--- config.mk ---
export PLATFORM = sky130hd
export DESIGN_NAME = bfp_dot_sequencer
export DESIGN_NICKNAME = d
export VERILOG_FILES = /design/src/rtl/bfp_pkg.sv /design/src/rtl/bfp_align_acc.sv /design/src/rtl/bfp_dot_sequencer.sv
export SDC_FILE = /design/constraint.sdc
export NUM_CORES = 1
export LEC_CHECK = 0
export ABC_CLOCK_PERIOD_IN_PS = 5300
export BUFFER_PORTS_ARGS = -buffer_cell sky130_fd_sc_hd__buf_2
export CAP_MARGIN = 0
export CORE_AREA = 2 2 163 165
export DETAILED_ROUTE_END_ITERATION = 10
export DIE_AREA = 0 0 165 167
export PLACE_DENSITY = 0.76
export SLEW_MARGIN = 15
export SYNTH_ARGS = -nofsm -noshare
export SYNTH_HDL_FRONTEND = slang
export SYNTH_SLANG_ARGS = --single-unit
--- constraint.sdc ---
create_clock -name clk -period 5.3 [get_ports clk]
set_input_delay 0.53 -clock clk [delete_from_list [all_inputs] [get_ports clk]]
set_output_delay 0.53 -clock clk [all_outputs]
set_load 0.1 [all_outputs]
--- src/rtl/bfp_pkg.sv ---
// Shared constants and FSM state type for the block-floating-point dot-product sequencer.
package bfp_pkg;

    localparam int SF_W       = 11;
    localparam int EXP_W      = 5;
    localparam int LANES      = 8;
    localparam int MAX_CHUNKS = 16;
    localparam int TREE_W     = 2*SF_W + 2;
    localparam int ACC_W      = TREE_W + $clog2(MAX_CHUNKS);

    typedef enum logic [1:0] {
        IDLE,
        ACCUM,
        DRAIN,
        OUT
    } state_t;

endpackage

--- src/rtl/bfp_align_acc.sv ---
// Exponent-aligning accumulate step: shifts the smaller-exponent operand right
// (arithmetic, truncating) and adds it to the other one.
module bfp_align_acc #(
    parameter int ACC_W  = bfp_pkg::ACC_W,
    parameter int TREE_W = bfp_pkg::TREE_W,
    parameter int XW     = bfp_pkg::EXP_W + 1
) (
    input  logic signed [ACC_W-1:0]  acc,
    input  logic        [XW-1:0]     acc_exp,
    input  logic signed [TREE_W-1:0] tree_result,
    input  logic        [XW-1:0]     tree_result_exp,
    input  logic                     first,
    output logic signed [ACC_W-1:0]  acc_next,
    output logic        [XW-1:0]     acc_exp_next
);

    // Shifts at or beyond the word width collapse to pure sign fill.
    function automatic logic signed [ACC_W-1:0] asr(input logic signed [ACC_W-1:0] x,
                                                    input logic [XW-1:0] d);
        logic signed [ACC_W-1:0] r;
        if (32'(d) >= ACC_W) r = {ACC_W{x[ACC_W-1]}};
        else                 r = x >>> d;
        return r;
    endfunction

    logic signed [ACC_W-1:0] tree_ext;
    assign tree_ext = ACC_W'(tree_result);

    always_comb begin
        acc_next     = tree_ext;
        acc_exp_next = tree_result_exp;
        if (!first) begin
            if (tree_result_exp >= acc_exp) begin
                acc_next = asr(acc, tree_result_exp - acc_exp) + tree_ext;
            end else begin
                acc_next     = acc + asr(tree_ext, acc_exp - tree_result_exp);
                acc_exp_next = acc_exp;
            end
        end
    end

endmodule

--- src/rtl/bfp_dot_sequencer.sv ---
// Feeds 8-lane chunks to an external combinational adder tree and accumulates the
// tree results of each dot product into one (fraction, exponent) output.
module bfp_dot_sequencer #(
    parameter int SF_W       = bfp_pkg::SF_W,
    parameter int EXP_W      = bfp_pkg::EXP_W,
    parameter int MAX_CHUNKS = bfp_pkg::MAX_CHUNKS,
    parameter int TREE_W     = 2*SF_W + 2,
    parameter int ACC_W      = TREE_W + $clog2(MAX_CHUNKS)
) (
    input  logic                              clk,
    input  logic                              rst_n,
    input  logic                              in_valid,
    output logic                              in_ready,
    input  logic                              in_last,
    input  logic [EXP_W-1:0]                  in_exp1,
    input  logic [EXP_W-1:0]                  in_exp2,
    input  logic [bfp_pkg::LANES*SF_W-1:0]    in_lanes,
    output logic [bfp_pkg::LANES*SF_W-1:0]    tree_lanes,
    output logic [EXP_W-1:0]                  tree_exp1,
    output logic [EXP_W-1:0]                  tree_exp2,
    input  logic signed [TREE_W-1:0]          tree_result,
    input  logic [EXP_W:0]                    tree_result_exp,
    output logic                              out_valid,
    input  logic                              out_ready,
    output logic signed [ACC_W-1:0]           out_frac,
    output logic [EXP_W:0]                    out_exp,
    output logic                              out_trunc,
    output logic                              busy
);

    import bfp_pkg::*;

    localparam int CNT_W = $clog2(MAX_CHUNKS);

    state_t                  state_reg, state_next;
    logic [CNT_W-1:0]        count_reg;
    logic                    s1_vld_reg;
    logic                    first_reg;
    logic                    trunc_reg;
    logic signed [ACC_W-1:0] acc_reg, acc_next;
    logic [EXP_W:0]          acc_exp_reg, acc_exp_next;
    logic                    accept;
    logic                    count_hit;

    assign accept    = in_valid & in_ready;
    assign count_hit = (count_reg == CNT_W'(MAX_CHUNKS - 1));
    assign busy      = (state_reg != IDLE) | s1_vld_reg;

    always_comb begin
        state_next = state_reg;
        in_ready   = 1'b0;
        unique case (state_reg)
            IDLE, ACCUM: begin
                in_ready = 1'b1;
                if (in_valid) state_next = (in_last || count_hit) ? DRAIN : ACCUM;
            end
            DRAIN:   state_next = OUT;
            OUT:     if (out_valid && out_ready) state_next = IDLE;
            default: state_next = IDLE;
        endcase
    end

    for (genvar gi = 0; gi < LANES; gi++) begin : g_lane
        logic [SF_W-1:0] lane_reg;
        always_ff @(posedge clk) begin
            if (!rst_n)      lane_reg <= '0;
            else if (accept) lane_reg <= in_lanes[gi*SF_W +: SF_W];
        end
        assign tree_lanes[gi*SF_W +: SF_W] = lane_reg;
    end

    bfp_align_acc #(
        .ACC_W (ACC_W),
        .TREE_W(TREE_W),
        .XW    (EXP_W + 1)
    ) u_align (
        .acc            (acc_reg),
        .acc_exp        (acc_exp_reg),
        .tree_result    (tree_result),
        .tree_result_exp(tree_result_exp),
        .first          (first_reg),
        .acc_next       (acc_next),
        .acc_exp_next   (acc_exp_next)
    );

    always_ff @(posedge clk) begin
        if (!rst_n) begin
            state_reg   <= IDLE;
            count_reg   <= '0;
            s1_vld_reg  <= 1'b0;
            first_reg   <= 1'b0;
            trunc_reg   <= 1'b0;
            acc_reg     <= '0;
            acc_exp_reg <= '0;
            tree_exp1   <= '0;
            tree_exp2   <= '0;
            out_valid   <= 1'b0;
            out_frac    <= '0;
            out_exp     <= '0;
            out_trunc   <= 1'b0;
        end else begin
            state_reg  <= state_next;
            s1_vld_reg <= accept;
            if (s1_vld_reg) begin
                acc_reg     <= acc_next;
                acc_exp_reg <= acc_exp_next;
                first_reg   <= 1'b0;
            end
            if (accept) begin
                tree_exp1 <= in_exp1;
                tree_exp2 <= in_exp2;
                count_reg <= count_reg + 1'b1;
                if (state_reg == IDLE) first_reg <= 1'b1;
                if (count_hit && !in_last) trunc_reg <= 1'b1;
            end
            // First OUT cycle loads the result; later OUT cycles wait for the sink.
            if (state_reg == OUT) begin
                if (!out_valid) begin
                    out_valid <= 1'b1;
                    out_frac  <= acc_reg;
                    out_exp   <= acc_exp_reg;
                    out_trunc <= trunc_reg;
                end else if (out_ready) begin
                    out_valid <= 1'b0;
                    count_reg <= '0;
                    trunc_reg <= 1'b0;
                end
            end
        end
    end

endmodule

---- After elaboration in Yosys (flattened, before gate mapping) ----
Cells that the tools add are included.
cells by class
  add/subtract/negate cells ............... 5
  order comparisons ....................... 3
  equality and inequality tests ........... 6
  shift-type cells ........................ 2
  muxes and demuxes ....................... 29
  bitwise operators ....................... 3
  reductions and logical operators ........ 11
operators by type and width
  cell                 count
  $mux 28              8
  $add 28x24->28       1
  $add 28x28->28       1
  $sshr 24x6->28       1
  $sshr 28x6->28       1
  $mux 4               4
  $ge 6x5->1 const B   2
  $mux 6               2
  $sub 6x6->6          2
  $mux 1               11
  $ge 6x6->1           1
  $mux 2               3
  $pmux 2 s3           1
  $reduce_and 2->1     3
  $add 4x1->4 const B  1
  $eq 2x2->1 const B   2
  $eq 4x4->1 const B   1
  $ne 2x2->1 const B   2
  $reduce_bool 2->1    2
  $eq 2x1->1 const B   1
  $logic_and 1x1->1    2
  $logic_not 2->1      1
  $reduce_or 2->1      1
  $and 1x1->1          1
  other kinds (4)      4
storage, ports and cells
  flip-flop bits (word level) ............. 177
  output and inout port bits .............. 136
  word-level logic and storage cells ...... 80

---- Logic depth before layout (Yosys ltp) ----
Gate-level depths: netlist of the first run.
  depth in word-level cells ............... 8
  gate-level depth with buffers ........... 24
  mapped depth without buffers ............ 23

---- Cells and area by module ----
From an unflattened synthesis of the first run, not the netlist that was laid out.
unflattened totals
  cell total of the unflattened synthesis .. 1666
  area total of the unflattened synthesis .. 12893.6 µm²
modules (own cells, without submodules)
  module             times used  cells each  area each (µm²)
  bfp_dot_sequencer  1           735         6653.9
  bfp_align_acc      1           931         6239.7

---- Worst setup path before layout of the first run ----
Ideal clock, no wire load.
  path kind ............................... input to register
  from .................................... input port tree_result_exp[0]
  to ...................................... register acc_reg[26]
  library setup time ...................... 122 ps
  data arrival time ....................... 4853 ps
  slack ................................... 325 ps
  stages on the path ...................... 22
  path buffers ............................ 2
  cells stage by stage .................... ha_1 > fa_1 > buf_2 > buf_1 > mux4_2 > nand2_1 > o21ai_0 > nor2_1 > a31oi_1 > a21oi_1 > o21ai_0 > ha_1 > fa_1 > a21o_1 > a21oi_1 > o21ai_2 > a221oi_4 > o21ba_2 > nand3_1 > nand3_1 > xnor2_1 > a311o_1
between the ends
  word-level cells in the longest chain between the ends .. 8
  elaborated cells between the ends (all ways) .. 17
ends and longest elaborated chain
  what                                                     RTL line                                  source
  start, declared                                          bfp_dot_sequencer.sv:22                   input logic [EXP_W:0] tree_result_exp,
  $sub 6x6->6, on equally long branches                    bfp_align_acc.sv:34, bfp_align_acc.sv:36
  $sshr 28x6->28 (tied with other cells)                   bfp_align_acc.sv:22                       else r = x >>> d;
  $mux 28                                                  bfp_align_acc.sv:21                       if (32'(d) >= ACC_W) r = {ACC_W{x[ACC_W-1]}};
  $mux 28                                                  bfp_align_acc.sv:33                       if (tree_result_exp >= acc_exp) begin
  $mux 28                                                  bfp_align_acc.sv:32                       if (!first) begin
  $add 28x24->28 / $add 28x28->28 (equally long branches)  bfp_align_acc.sv:34, bfp_align_acc.sv:36
  $mux 28 (*)                                              bfp_align_acc.sv:33
  $mux 28 (*)                                              bfp_align_acc.sv:32
  end signal, assigned                                     bfp_dot_sequencer.sv:105                  acc_reg <= acc_next;
  end, declared                                            bfp_dot_sequencer.sv:40                   logic signed [ACC_W-1:0] acc_reg, acc_next;
Mark *: on every way between the ends. The rest lies on a longest branch, timed or not. The select of a mux whose other input is x is not followed.
A chain may end at the register's enable or synchronous reset.

---- Worst setup path after layout of the first run ----
  from .................................... register acc_exp_reg[0]
  to ...................................... register acc_reg[27]
between the ends
  word-level cells in the longest chain between the ends .. 8
  elaborated cells between the ends (all ways) .. 17
ends and longest elaborated chain
  what                                                     RTL line                                  source
  start, declared                                          bfp_dot_sequencer.sv:41                   logic [EXP_W:0] acc_exp_reg, acc_exp_next;
  start signal, assigned                                   bfp_dot_sequencer.sv:106                  acc_exp_reg <= acc_exp_next;
  $sub 6x6->6, on equally long branches                    bfp_align_acc.sv:34, bfp_align_acc.sv:36
  $sshr 28x6->28 (tied with other cells)                   bfp_align_acc.sv:22
  $mux 28                                                  bfp_align_acc.sv:21
  $mux 28                                                  bfp_align_acc.sv:33
  $mux 28                                                  bfp_align_acc.sv:32
  $add 28x24->28 / $add 28x28->28 (equally long branches)  bfp_align_acc.sv:34, bfp_align_acc.sv:36
  $mux 28 (*)                                              bfp_align_acc.sv:33
  $mux 28 (*)                                              bfp_align_acc.sv:32
Marked as above.

==> results of run 1 <==
## power groups by stage
| stage | registers, W | logic (W) | clock network, W |
|---|---|---|---|
| floorplan | 0.00183 | 0.00149 | 0 |
| global placement | 0.00152 | 0.00244 | 0 |
| detailed placement | 0.00152 | 0.00248 | 0 |
| CTS | 0.00149 | 0.00249 | 0.00138 |
| global route | 0.00150 | 0.00275 | 0.00142 |
| finish | 0.00149 | 0.00256 | 0.00136 |
## metal layers
metal | vias to the layer above | global-route usage (%) | part of all wire [%]
met5 | - | 0 | 0.031
met4 | 2 | 14.6 | 5.3
met3 | 141 | 5.93 | 8.9
met2 | 719 | 48.4 | 46
met1 | 6067 | 38.3 | 40
li1 | 6292 | - | -
## cells in the mapped netlist, types with 34 or more instances
master / count / share of area, %
nand2_1: 410 / 12
dfxtp_1: 177 / 28
a21boi_0: 142 / 8.4
a21oi_1: 113 / 4.5
o21ai_0: 101 / 4.0
nor2_1: 92 / 2.7
clkbuf_1: 72 / 2.1
ha_1: 68 / 6.7
mux2i_1: 51 / 4.0
nand3_1: 37 / 1.5
inv_1: 34 / 1.0
## placed cells by master, fill, tap and decap left out, drive strengths merged, types with 4 or more instances in the layout
| cell | count |
|---|---|
| buf | 325 |
| mux2 | 9 |
| a211oi | 16 |
| nand3 | 37 |
| nand2 | 410 |
| dfxtp | 177 |
| o21bai | 5 |
| and2 | 6 |
| o211ai | 8 |
| mux4 | 27 |
| a21oi | 114 |
| nor2 | 94 |
| xor2 | 30 |
| o21ai | 115 |
| o21a | 13 |
| a211o | 6 |
| o31ai | 6 |
| mux2i | 51 |
| ha | 68 |
| a21boi | 145 |
| or2 | 5 |
| a21o | 25 |
| a221oi | 4 |
| a31oi | 20 |
| nor2b | 21 |
| o22ai | 4 |
| xnor2 | 31 |
| clkbuf | 17 |
| fa | 4 |
| inv | 43 |
| clkinv | 7 |
| nand2b | 14 |
| o221ai | 4 |
| nor3 | 10 |
| and3 | 9 |
## timing repair
action | 4_1_cts | 5_1_grt
resized for setup | 0 | 16
endpoints found under the setup margin | 0 | 8
buffers inserted | 0 | 1
hold buffers | 0 | 0
## through the flow
step           cell area (um2)  power (W)  hold WS [ns]  instances
3_3_place_gp             14500    0.00396         0.449       2213
3_5_place_dp             14500    0.00399         0.455       2213
2_1_floorplan            12700    0.00332         0.440       1656
6_report                 15200    0.00541         0.321       2248
5_1_grt                  15200    0.00568         0.319       2248
4_1_cts                  15100    0.00535         0.311       2245
## worst paths after layout
check | from | end | cells past startpoint
max reg2reg | acc_exp_reg[0] | acc_reg[27] | 21
min reg2reg | g_lane[1].lane_reg[6] | g_lane[1].lane_reg[6] | 2
max | acc_exp_reg[0] | acc_reg[27] | 21
min | in_lanes[65] | g_lane[5].lane_reg[10] | 3
## worst min-delay path, stage by stage
cell	delay, ns
buf_2	0.09
nand2_1	0.04
a21boi_0	0.06
## area by class of cell
cell class | count | area, um2 | area share [%]
sequential | 177 | 3540 | 23.3
tap | 335 | 419 | 2.76
antenna | 1 | 2.50 | 0.0165
inverter | 36 | 135 | 0.889
timing repair buffer | 325 | 1820 | 12.0
multi-input combinational | 1342 | 8650 | 56.9
clock buffer | 17 | 425 | 2.80
clock inverter | 15 | 203 | 1.33
## logic make-up (layout without fill, tap and decap cells)
| family | count (synthesis) | after routing | share of synthesized area, % |
|---|---|---|---|
| AOI/OAI and AO/OA | 507 | 507 | 26.3 |
| other | 0 | 1 | 0 |
| xor gates and xnor gates | 61 | 61 | 4.28 |
| DFF | 177 | 177 | 28.0 |
| and+or+nand+nor | 615 | 615 | 20.1 |
| buffers and inverters | 137 | 393 | 4.35 |
| muxes | 87 | 87 | 9.63 |
| adders and majority gates | 72 | 72 | 7.35 |
==> impl_results.md, run 1 <==
- DRC violation count after routing: 0
- Clock network latency to the later pin of the worst-skew pair: ~0.44 ns
- Internal Pwr Total: ~0.003 W
- Chain of cells forming the critical path: inv_1 > ha_1 > fa_2 > buf_4 > mux2_2 > o21ai_0 > nor2_1 > nor2_2 > nor2_1 > a21oi_1 > o21ai_0 > ha_1 > nand2_1 > nor2_1 > o211ai_2 > a211o_1 > a211o_1 > a31oi_2 > o22ai_1 > a21boi_1 > o31a_1
- Crit path largest cell delay: approximately 0.6 ns
- Number of sinks driven by the clock tree: about 180
- Worst Slack Setup Final: approximately 0.2 ns
- Number of pins exceeding their max-slew limit in the final report: 0
- Buffer type at the clock tree root: clkbuf_16
- CP most frequent cell: nor2_1
- Synth Register Bits: between 150 and 200
- Portion of total power attributed to combinational logic: 47.3%
- Final total negative setup slack: 0 ns
- Reported net switching power: ~0.0024 W
- Result of the run: complete, no violations
- Portion of total power attributed to sequential cells: between 20% and 30%
- Routed WL: ~42000 um
- Initial antenna violation count: 2
- Post-synth EDFFs: 0
- 1st-pass router iterations: 6
- First-pass GRT wire length: between 60000 and 70000 um
- CP bufs+invs: 2
- Clk slew on worst S/H paths: about 0.090 ns
- Largest fanout on the critical path: 6
- Max stage delay cell, worst path: fa_2
- Worst Skew: approximately 0.016 ns
- Overall global routing resource usage: a little under a third
- Async set-or-reset flop fraction in the synthesized netlist: 0%
- Power density normalized to cell area: between 300 and 400 nW/um2
- TritonCTS clock tree: yes
- Yosys Warn Count: 0
- Hold Violations, Final: 0
- Chip Width: around 170 um
- Die outline height: approximately 170 um
- Most used flip-flop cell after synthesis: dfxtp_1
- Critical path endpoint category: register
- Pleak: 6.77 nW
- H-tree level count: 4
- Required time of the critical path: between 5 and 6 ns
- Detail Placement HPWL: 32100 um
- Number of distinct library cells after synthesis: 70
- Final Net Count: 2104
- Deepest clock path buffer count: 2
- Cell count after synthesis: 1656
- Relative contribution of the clock network to total power: 25.1%
- Area grow syn2layout: 20.0%
- Max VDD drop: about 0.29 mV
- Maximum operating frequency: just under 200 MHz
- Period utilisation layout: a little over nine tenths
- Average wire per cell in the routed design: 18.8 um
- Measured slew at the worst slew-check pin: ~1.0 ns
- Final critical delay including setup and external delays: 5.10 ns
- Reg-to-reg setup timing slack: between 0.2 and 0.25 ns
- Mapped Area: roughly 13000 um2
- Antenna-violating nets left: 0
- Max-Slew Margin vs Limit: between 30% and 40%
- Placeable Area: around 26000 um2
- Net count after synthesis: between 1500 and 2000
- Number of buffers inserted during clock tree synthesis: 17
- Via count of the first global-routing pass: between 10000 and 15000
- Number of failing setup endpoints in the final timing report: 0
- Final standard cell utilization of the core: around three fifths
- Final weighted congestion in routability-driven placement: approximately 1
- Total of buffers placed on input and output ports: around 270
- Starting density of the core: between 40% and 50%
- CP delay by family, top: compound AO/OA/AOI/OAI gates
- Total die area: 27600 um2
- Fill cell total of the finished layout: between 2000 and 2500
- Via/cell ratio: between 5 and 6
- Switching power share of the total: 44.9%
- Row count: just under 60
- IO Count: about 270
- Largest net degree at the start of global routing: 96
- Remaining global-route overflow: 0
- Proportion of layout cells with a drive suffix above 1: around 23%
- Critical setup path kind: register to register
- Setup Slack @ Placement: -0.114 ns
- Synthesized area divided by synthesized cell count: roughly 7.6 um2
- Share of the yosys chip area belonging to registers: roughly 28%
- Via Count: about 13000
- DR iter-0 viols: about 1400
- Worst hold path type: input port to register
- Largest register FFs: 88
- WP data arrival: approximately 5.4 ns
- Worst setup SP type: register
- Max-cap viol count: 0
Note: power is estimated with default switching activity, not from simulation.
==> inputs of run 2 (changes only) <==
--- a/config.mk
+++ b/config.mk
@@ -9,9 +9,10 @@
 export BUFFER_PORTS_ARGS = -buffer_cell sky130_fd_sc_hd__buf_2
 export CAP_MARGIN = 0
 export CORE_AREA = 2 2 163 165
+export CTS_CLUSTER_SIZE = 40
 export DETAILED_ROUTE_END_ITERATION = 10
 export DIE_AREA = 0 0 165 167
-export PLACE_DENSITY = 0.76
+export PLACE_DENSITY = 0.73
 export SLEW_MARGIN = 15
 export SYNTH_ARGS = -nofsm -noshare
 export SYNTH_HDL_FRONTEND = slang
==> run 2 against run 1 <==
Against the previous run: clock-buffer cell count is 1 higher; worst hold slack about the same; register-to-register slack got worse by 0.05 ns; clock power decreased by 5%; non-clock buffer count is 26 higher; wire length is 1.1% higher; clock skew down 0.00095 ns; die area did not move; sequential cell count stayed put; maximum frequency is 1.0% lower; critical path depth grew 1; largest cell class unchanged; highest routed layer unchanged.
==> impl_results.md, run 2 (synthesized netlist as in run 1, its figures left out) <==
- Deepest clock path buffer count: 2 (unchanged)
- DR iter-0 viols: 1057 (-23%)
- Final Instance Area: 15400 um2 (+1.1%)
- Via/cell ratio: 5.74 (-2.4%)
- Max-cap viol count: 0 (unchanged)
- 1st-pass router iterations: 5 (-1)
- Routed WL: 42800 um (+1.1%)
- Critical setup path kind: register to register
- Initial antenna violation count: 1 (-1)
- DRC violation count after routing: 0 (unchanged)
- Total die area: 27600 um2 (unchanged)
- Worst setup SP type: register
- Largest register FFs: 88 (unchanged)
- Result of the run: complete, no violations
- H-tree level count: 4 (unchanged)
- Clk slew on worst S/H paths: 0.09 ns (about the same)
- Final Net Count: 2130 (+1.2%)
- Required time of the critical path: 5.63 ns (about the same)
- Diodes inserted: 0 (-1)
- Remaining global-route overflow: 0 (unchanged)
- Final critical delay including setup and external delays: 5.15 ns (+0.0533 ns)
- Chain of cells forming the critical path: inv_1 > ha_1 > fa_2 > buf_4 > mux2_2 > nand2_1 > o31ai_1 > mux2i_1 > buf_4 > nor2_1 > a21oi_1 > o21ai_0 > ha_1 > nand3_2 > nor2_2 > o211ai_2 > a211o_1 > a211o_1 > a31oi_1 > o22ai_1 > a21boi_1 > o31a_1
- TritonCTS clock tree: yes
- Final standard cell utilization of the core: 59.7% (+0.65 points)
- Overall global routing resource usage: 31.1% (+1.0 points)
- Starting density of the core: 49.2% (unchanged)
- Largest fanout on the critical path: 5 (-1)
- Pleak: 6.88 nW (+1.6%)
- Worst hold margin: 0.321 ns (-0.000408 ns)
- Worst hold path type: input port to register
- Row count: 59 (unchanged)
- Area grow syn2layout: 21.4%
- Max VDD drop: 0.235 mV (-18%)
- Number of buffers inserted during clock tree synthesis: 17 (unchanged)
- First-pass GRT wire length: 67600 um (+2.6%)
- Maximum operating frequency: 194 MHz (-1.0%)
- Number of pins exceeding their max-slew limit in the final report: 0 (unchanged)
- Placeable Area: 25800 um2 (unchanged)
- Max-Slew Margin vs Limit: 30.3% (-1.3 points)
- Period utilisation layout: 97.2% (+1.0 points)
- Worst Skew: 0.0153 ns (-0.000947 ns)
- Via count of the first global-routing pass: 12500 (+1.4%)
- Clock network latency to the later pin of the worst-skew pair: 0.44 ns (about the same)
- Crit path largest cell delay: 0.70 ns (+0.10 ns)
- Final weighted congestion in routability-driven placement: 0.959 (-4.3%)
- Critical path endpoint category: register
- Via Count: 13100 (-1.3%)
- Measured slew at the worst slew-check pin: 1.05 ns (+0.0275 ns)
- Most frequent cells in the layout: nand2_1 (408), buf_2 (267), dfxtp_1 (175)
- Total of buffers placed on input and output ports: 268 (unchanged)
- IO Count: 269 (unchanged)
- WP data arrival: 5.49 ns (+0.06 ns)
- Proportion of layout cells with a drive suffix above 1: 23.9% (+1.1 points)
- Setup Slack @ Placement: -0.0576 ns (+0.0566 ns)
- Number of failing setup endpoints in the final timing report: 0 (unchanged)
- Power density normalized to cell area: 352 nW/um2 (-1.1%)
- Worst Slack Setup Final: 0.148 ns (-0.0533 ns)
- Die outline height: 167 um (unchanged)
- Max stage delay cell, worst path: fa_2
- Most common cell after layout, fill and taps aside: nand2_1
- Hold Violations, Final: 0 (unchanged)
- Detail Placement HPWL: 32700 um (+2.0%)
- Largest net degree at the start of global routing: 101 (+5.2%)
- Total Power Consumption: 0.00541 W (about the same)
- Antenna-violating nets left: 0 (unchanged)
- Placed instance area: 14700 um2 (+1.4%)
- Reg-to-reg setup timing slack: 0.15 ns (-0.05 ns)
- RSZ-0062 raised after global routing: yes
- Chip Width: 165 um (unchanged)
- Number of sinks driven by the clock tree: 177 (unchanged)
- Average wire per cell in the routed design: 18.8 um (about the same)
- Buffer type at the clock tree root: clkbuf_16
run 2: cell count changes in the layout (fill, tap and decap cells not counted), sizes merged:
cell,before,now
buf,325,351
inv,43,44
clkinv,7,5
clkbuf,17,18
diode,1,0
run 2: timing repair:
| item | in CTS | in global routing |
|---|---|---|
| hold endpoints to repair | 0 | 0 |
| endpoints found under the setup margin | 0 | 13 |
| gates resized for setup | 0 | 23 |
| hold buffers | 0 | 0 |
| buffers inserted | 0 | 4 |
run 2: stage by stage:
step                instances  setup TNS [ns]
floorplan                1656               0
global route             2273         -0.0818
finish                   2273               0
detailed placement       2237          -0.127
global placement         2237               0
CTS                      2269               0
run 2: power breakdown:
part           internal (W)  switching (W)
Combinational      0.000959        0.00166
Clock              0.000639       0.000653
Sequential          0.00141      0.0000899
run 2: layout make-up:
class	count	area [um2]
fill	2348	10400
multi-input combinational	1342	8660
sequential	177	3550
timing repair buffer	351	2020
clock buffer	18	429
tap	335	419
clock inverter	14	159
inverter	36	135
run 2: worst paths after layout:
kind / from / depth (start not counted) / end
setup / recovery: acc_exp_reg[0] / 22 / acc_reg[27]
hold / removal: in_lanes[24] / 3 / g_lane[2].lane_reg[2]
setup reg to reg: acc_exp_reg[0] / 22 / acc_reg[27]
hold reg to reg: out_frac[3] / 2 / out_frac[3]
run 2: metal layers:
layer	up-vias	track usage [%]	part of all wire (%)
met4	2	14.3	4.7
li1	6331	-	-
met3	111	5.58	7.2
met5	-	0	0.030
met1	6047	38.9	40
met2	560	51.6	48
run 2: worst max-delay path, delay by kind of cell (launching register included):
kind	cells	cell delay (ns)
compound gates	10	2.01
fa+ha+maj	3	1.35
mux	2	0.58
buf+inv	3	0.40
flops	1	0.36
simple gates	4	0.36
